**src/rtl/pulse_pkg.sv**
```systemverilog
// Shared types and default constants for the multi-channel pulse timer.
// Channel mode encoding and the channel-index width helper live here.
package pulse_pkg;

   typedef enum logic {
      MODE_CONT    = 1'b0,
      MODE_ONESHOT = 1'b1
   } mode_e;

   localparam int unsigned DEF_NCH    = 4;
   localparam int unsigned DEF_WIDTH  = 8;
   localparam int unsigned DEF_PERIOD = 3;

   // Width of the channel-select field; never narrower than one bit.
   function automatic int unsigned ch_width(input int unsigned n);
      return (n > 1) ? $clog2(n) : 1;
   endfunction

endpackage

```
**src/rtl/pulse_chan.sv**
```systemverilog
// One timer channel: counts 0..period while running, flags terminal count,
// and either wraps (continuous) or stops (one-shot) at the end of a period.
module pulse_chan
   import pulse_pkg::*;
#(
   parameter int unsigned WIDTH          = DEF_WIDTH,
   parameter int unsigned DEFAULT_PERIOD = DEF_PERIOD
) (
   input  logic             clk,
   input  logic             rst,
   input  logic             en,
   input  logic             start,
   input  logic             cfg_we,
   input  logic [WIDTH-1:0] cfg_period,
   input  mode_e            cfg_mode,
   output logic             done,
   output logic             running
);

   logic [WIDTH-1:0] count_q, count_d;
   logic [WIDTH-1:0] period_q, period_d;
   mode_e            mode_q, mode_d;
   logic             running_q, running_d;

   // Configuration and arming act regardless of en; configuration wins over
   // counting, and a same-cycle start re-arms the freshly written channel.
   always_comb begin
      count_d   = count_q;
      period_d  = period_q;
      mode_d    = mode_q;
      running_d = running_q;
      if (cfg_we) begin
         period_d  = cfg_period;
         mode_d    = cfg_mode;
         count_d   = '0;
         running_d = start;
      end else if (start && !running_q) begin
         running_d = 1'b1;
         count_d   = '0;
      end else if (en && running_q) begin
         if (count_q < period_q) begin
            count_d = count_q + WIDTH'(1);
         end else begin
            count_d = '0;
            if (mode_q == MODE_ONESHOT) begin
               running_d = 1'b0;
            end
         end
      end
   end

   always_ff @(posedge clk) begin
      if (rst) begin
         count_q   <= '0;
         period_q  <= WIDTH'(DEFAULT_PERIOD);
         mode_q    <= MODE_CONT;
         running_q <= 1'b1;
      end else begin
         count_q   <= count_d;
         period_q  <= period_d;
         mode_q    <= mode_d;
         running_q <= running_d;
      end
   end

   assign done    = running_q && (count_q == period_q);
   assign running = running_q;

endmodule

```
**src/rtl/pulse_timer.sv**
```systemverilog
// NCH independent pulse timer channels sharing a global enable and a single
// configuration write port addressed by cfg_ch.
module pulse_timer
   import pulse_pkg::*;
#(
   parameter int unsigned NCH            = DEF_NCH,
   parameter int unsigned WIDTH          = DEF_WIDTH,
   parameter int unsigned DEFAULT_PERIOD = DEF_PERIOD
) (
   input  logic                     clk,
   input  logic                     rst,
   input  logic                     en,
   input  logic [NCH-1:0]           start,
   input  logic                     cfg_we,
   input  logic [ch_width(NCH)-1:0] cfg_ch,
   input  logic [WIDTH-1:0]         cfg_period,
   input  logic                     cfg_mode,
   output logic [NCH-1:0]           done,
   output logic [NCH-1:0]           running
);

   localparam int unsigned CW = ch_width(NCH);

   logic [NCH-1:0] cfg_we_ch;
   mode_e          cfg_mode_e;

   assign cfg_mode_e = mode_e'(cfg_mode);

   // Indices at or above NCH match no channel, so such writes are dropped.
   always_comb begin
      cfg_we_ch = '0;
      for (int unsigned i = 0; i < NCH; i++) begin
         cfg_we_ch[i] = cfg_we && (cfg_ch == CW'(i));
      end
   end

   for (genvar g = 0; g < NCH; g++) begin : g_ch
      pulse_chan #(
         .WIDTH          (WIDTH),
         .DEFAULT_PERIOD (DEFAULT_PERIOD)
      ) u_chan (
         .clk        (clk),
         .rst        (rst),
         .en         (en),
         .start      (start[g]),
         .cfg_we     (cfg_we_ch[g]),
         .cfg_period (cfg_period),
         .cfg_mode   (cfg_mode_e),
         .done       (done[g]),
         .running    (running[g])
      );
   end

endmodule

```
**config.mk**
```make
export PLATFORM = sky130hd
export DESIGN_NAME = pulse_timer
export DESIGN_NICKNAME = d
export VERILOG_FILES = /design/src/rtl/pulse_pkg.sv /design/src/rtl/pulse_chan.sv /design/src/rtl/pulse_timer.sv
export SDC_FILE = /design/constraint.sdc
export NUM_CORES = 1
export LEC_CHECK = 0
export BUFFER_PORTS_ARGS = -buffer_cell sky130_fd_sc_hd__buf_4
export CAP_MARGIN = 0
export CORE_UTILIZATION = 50
export DETAILED_ROUTE_END_ITERATION = 12
export PLACE_DENSITY = 0.68
export SYNTH_ARGS = -nofsm -noshare
export SYNTH_HDL_FRONTEND = slang
export SYNTH_SLANG_ARGS = --single-unit
```
**constraint.sdc**
```tcl
create_clock -name clk -period 1.65 [get_ports clk]
set_input_delay 0.165 -clock clk [delete_from_list [all_inputs] [get_ports clk]]
set_output_delay 0.165 -clock clk [all_outputs]
set_load 0.03 [all_outputs]
```
======== Word-level counts from Yosys, hierarchy flattened ========
Index checks and enable logic that the tools add are counted.
storage, ports and cells
  bits in registers ....................... 72
  logic and storage cells ................. 96
  bits of input ports ..................... 19
operators by class
  eq/ne operators ......................... 11
  add/subtract/negate cells ............... 4
  order comparisons ....................... 4
  reduce and logical (&&, ||, !) cells .... 37
  mux-type cells .......................... 24
operators by type and width
  cell                   number
  $add A8 B1 Y8 const B  4
  $eq A8 B8 Y1           4
  $lt A8 B8 Y1           4
  $mux W8                4
  $reduce_bool A3 Y1     8
  $mux W1                20
  $logic_and A1 B1 Y1    16
  $ne A3 B1 Y1 const B   4
  $reduce_and A3 Y1      4
  $reduce_or A3 Y1       4
  $eq A2 B2 Y1 const B   2
  $logic_not A1 Y1       4
  $eq A2 B1 Y1 const B   1
  $logic_not A2 Y1       1

======== Depth between registers and ports, before layout ========
  depth after elaboration ................. 5
  mapped depth ............................ 8
  mapped depth without buffers ............ 7

======== Modules after synthesis ========
A second synthesis with hierarchy kept.
unflattened totals
  cell total of the unflattened synthesis .. 412
  area total of the unflattened synthesis .. 3866.2 um^2
modules (own cells, without submodules)
  module       area an instance (um^2)  times used  cells an instance
  pulse_chan   957.2                    4           102
  pulse_timer  37.5                     1           4

======== Worst setup path after synthesis ========
Ideal clock, no wire load.
  path kind ............................... register to register
  start point ............................. register g_ch[0].u_chan.period_q[7]
  end point ............................... register g_ch[0].u_chan.count_q[3]
  path slack .............................. 181 ps
  stages on the path, launching flop included .. 8
  data arrival time ....................... 1384 ps
  buffers on the path ..................... 1
  path through ............................ dfxtp_1 > inv_1 > ha_1 > a21oi_1 > o21ai_0 > a22o_1 > buf_2 > a211oi_1
on the way
  longest elaborated chain between the ends .. 2
RTL lines
  item                      RTL line          RTL
  start: declaration        pulse_chan.sv:21  logic [WIDTH-1:0] period_q, period_d;
  start signal: assignment  pulse_chan.sv:55  period_q <= WIDTH'(DEFAULT_PERIOD);
  start signal: assignment  pulse_chan.sv:60  period_q <= period_d;
  $lt A8 B8 Y1              pulse_chan.sv:41  if (count_q < period_q) begin
  $mux W8                   pulse_chan.sv:41
  end signal: assignment    pulse_chan.sv:59  count_q <= count_d;
  end: declaration          pulse_chan.sv:20  logic [WIDTH-1:0] count_q, count_d;
Every way passes these cells.
A chain may end at the register's enable or synchronous reset.

======== Worst setup path in the final report ========
  start point ............................. register g_ch[2].u_chan.period_q[4]
  end point ............................... output done[2]
on the way
  longest elaborated chain between the ends .. 2
RTL lines
  item                      RTL line           RTL
  start: declaration        pulse_chan.sv:21
  start signal: assignment  pulse_chan.sv:55
  start signal: assignment  pulse_chan.sv:60
  $eq A8 B8 Y1              pulse_chan.sv:66   assign done = running_q && (count_q == period_q);
  $logic_and A1 B1 Y1       pulse_chan.sv:66
  end: declaration          pulse_timer.sv:18  output logic [NCH-1:0] done,
Every way passes these cells.

==> results.md <==
- Run status: finished, violations left
- Failing checks: setup timing
- Proportion of power drawn by the clock network: 0.373
- Count of maximum capacitance violations: 0
- Clock slew at reported path FFs: 80 ps
- Seq/Total Area, Yosys: 0.3797
- Post-detailed-route count of antenna-violating nets: 0
- Sequential cell fraction of total power: 0.499
- Initial standard-cell utilization of the core: 0.5206
- Vias in the first global route: 3015
- Commonest non-fill, non-tap cells in the layout: 92 x nand2_1, 51 x a21oi_1, 43 x buf_4, 42 x dfxtp_1, 32 x inv_1
- Placer congestion estimate: 0.8062
- Fraction of the mapped netlist area in compound gates: 0.1124
- Cell types with the largest area share after synthesis: dfxtp_1 38%, ha_1 12%, nand2_1 9.1%
- Period Utilization, post-route: 1.042
- Critical Path Fanout Max: 2
- Clock Sink Count: 72
- HP Class: in -> reg
- Minimum setup slack after placement: 61.23 ps
- Combined area of the multi-input logic cells: 0.002318 mm2
- Internal power consumption: 2.686 mW
- Max_slew headroom: 0.6253
- Number of clock buffers inserted by TritonCTS: 9
- Dominant cell type by area after synthesis: dfxtp_1
- Unique masters post-synth: 39
- Setup Total Neg Slack: -68.79 ps
- Simple logic cell fraction of the synthesized area: 0.2337
- Worst setup skew after layout: 10.38 ps
- Routed wire length: 8.275 mm
- Type of element launching the critical path: register
- Synth Warn #: 0
- I/O pin count: 27
- Clk Latency, worst-skew pair: 350 ps
- Combinational share of power: 0.128
- Final-report setup violation count: 1
- Mux cell area share after synthesis: 0.01055
- RSZ-0062 raised after global routing: yes
- Area occupied by registers: 0.001479 mm2
- Switching fraction of total power: 0.2694
- Wire length of the first global-routing pass: 13.61 mm
- Adder and majority gate portion of the synthesized area: 0.1187
- Global route overflow: 0
- Class of the most critical setup path: reg -> out
- Vertical die dimension: 89.14 um
- PnR worst setup slack: -68.79 ps
- Combinational family with the most area after synthesis: simple AND/OR/NAND/NOR gates
- Average vias per placed instance: 5.267
- Required time worst endpoint: 1480 ps
- Achievable clock frequency: 0.5818 GHz
- Share of Yosys cell area claimed by the top area cell type: 0.3797
- Die Outline Area: 0.007945 mm2
- Initial antenna violation count: 0
- Final Instance Area: 0.004593 mm2
- DP Area: 0.004050 mm2
- Xor/xnor share of the synthesized area: 0.05768
- Antenna Cells: 0
- Crit path capture type: output pin
- Die extent in x: 89.14 um
- Overall Global Routing Usage: 0.2233
- Worst slew pin tran: 559.9 ps
- Core region area: 0.007292 mm2
- Cell area after synthesis: 0.003796 mm2
- Number of port buffers: 26
- Remaining design rule violation count: 0
- Final Util: 0.6299
- Layout net count: 553
- TritonCTS clock tree: done
- Estimated wirelength of the detail-placed design: 5.611 mm
- Routed length per instance: 13.75 um
- Total power consumption of the routed design: 3.676 mW
- Violation count after the first detailed-routing iteration: 100
- Filler cell count: 641
- Detailed-router iteration count before antenna repair: 4
- Most common cell after layout, fill and taps aside: nand2_1
- Post-Syn Instances: 470
- CTS Buffer Depth: 2
- LEAKAGE: 1.826 nW
- Quantity of hold-fixing buffers added after cts: 0
- H-tree level count: 3
- Area Overhead vs Synth: 21.00%
- Number of storage elements in the synthesis netlist: 72
- Arrival time of data at the critical path endpoint: 1550 ps
- Synthesized net count: 525
- Number of max-slew violations in the final report: 0
- Number of cell rows: 31
- Final number of hold-violating endpoints: 0
- Cell at the root of the clock tree: clkbuf_8
- Power per Cell Area: 800.4 mW/mm2
- Final Critical Period: 1719 ps
- Share of post-route cells with drive strength above 1: 0.2823
- Maximum number of pins on one net before global-route repair: 35
- VDD IR-drop max: 0.0004811 V
- Number of vias in the routed layout: 3171
- Net Sw Power: 0.9904 mW
- Synthesized area per cell: 8.077 um2
cells by family (layout without fill, tap and decap cells):
group                      after synthesis  after routing
AOI/OAI and AO/OA                       76             78
adders and majority gates               36             36
and+or+nand+nor                        186            186
muxes                                    4              4
DFF                                     72             72
xor gates and xnor gates                25             25
buffers and inverters                   71            102
power by group through the flow:
stage	logic, mW	registers, mW	clock network [mW]
after detailed placement	0.407	1.87	0
after CTS	0.436	1.83	1.40
after global placement	0.397	1.87	0
final	0.471	1.84	1.37
after floorplan	0.282	1.86	0
after global routing	0.531	1.84	1.48
path summary, 6_finish.rpt:
path	from	endpoint	slack (ps)	cells after the start
setup / recovery	g_ch[2].u_chan.period_q[4]	done[2]	-70	5
hold / removal	cfg_period[1]	g_ch[0].u_chan.period_q[1]	80	2
setup reg to reg	g_ch[0].u_chan.count_q[4]	g_ch[0].u_chan.count_q[5]	90	6
hold reg to reg	g_ch[0].u_chan.period_q[5]	g_ch[0].u_chan.period_q[5]	460	2
worst max-delay path, stage by stage, from the launching register on:
cell	delay (ps)
dfxtp_2	340
inv_2	40
ha_4	250
nand4_1	150
nor3_2	220
buf_4	210
metrics by stage:
stage,cells,hold WS [ps]
floorplan,470,282.8
global placement,581,421.0
detailed placement,581,430.9
CTS,599,71.39
global route,602,80.12
finish,602,81.50
metal layers:
| layer | share of wire | global-route usage | up-vias |
|---|---|---|---|
| met5 | 0 | 0 | - |
| met4 | 0.019 | 0.1039 | 0 |
| met3 | 0.036 | 0.03601 | 13 |
| met2 | 0.46 | 0.3581 | 57 |
| met1 | 0.49 | 0.2948 | 1458 |
| li1 | - | - | 1643 |
final cells by class:
type                    count  share of cell area
inverters                  43             0.03514
multi-input cells         329              0.5048
flip-flops and latches     72              0.3220
clock inverters             6             0.01308
well taps                  99             0.02697
repair buffers             43             0.07028
clock buffers              10             0.02779
synthesized netlist by cell type (all sizes together):
cell / count
dfxtp: 72
xor2: 15
buf: 21
mux2i: 4
or2: 2
or3: 3
nor2b: 1
a22o: 3
and3: 2
nand2: 92
nand4: 6
nand3: 17
o21ai: 10
a211o: 2
o21a: 1
and2: 4
clkbuf: 7
a211oi: 7
and4: 4
nand3b: 6
inv: 43
xnor2: 10
or3b: 1
nor2: 7
nor4: 4
ha: 36
nor3b: 1
o21bai: 1
nor3: 36
a21oi: 52
state kept, by name, summed over array words and instances (netlist names):
name / count
g_ch.u_chan.count_q: 32
g_ch.u_chan.period_q: 32
g_ch.u_chan.mode_q: 4
g_ch.u_chan.running: 4
repair_timing:
action | CTS | global route
setup endpoints to repair | 4 | 35
pin swaps | 14 | 4
gates cloned | 0 | 2
resized for setup | 28 | 50
setup buffers | 2 | 1
Power figures use the tool's default switching activity.
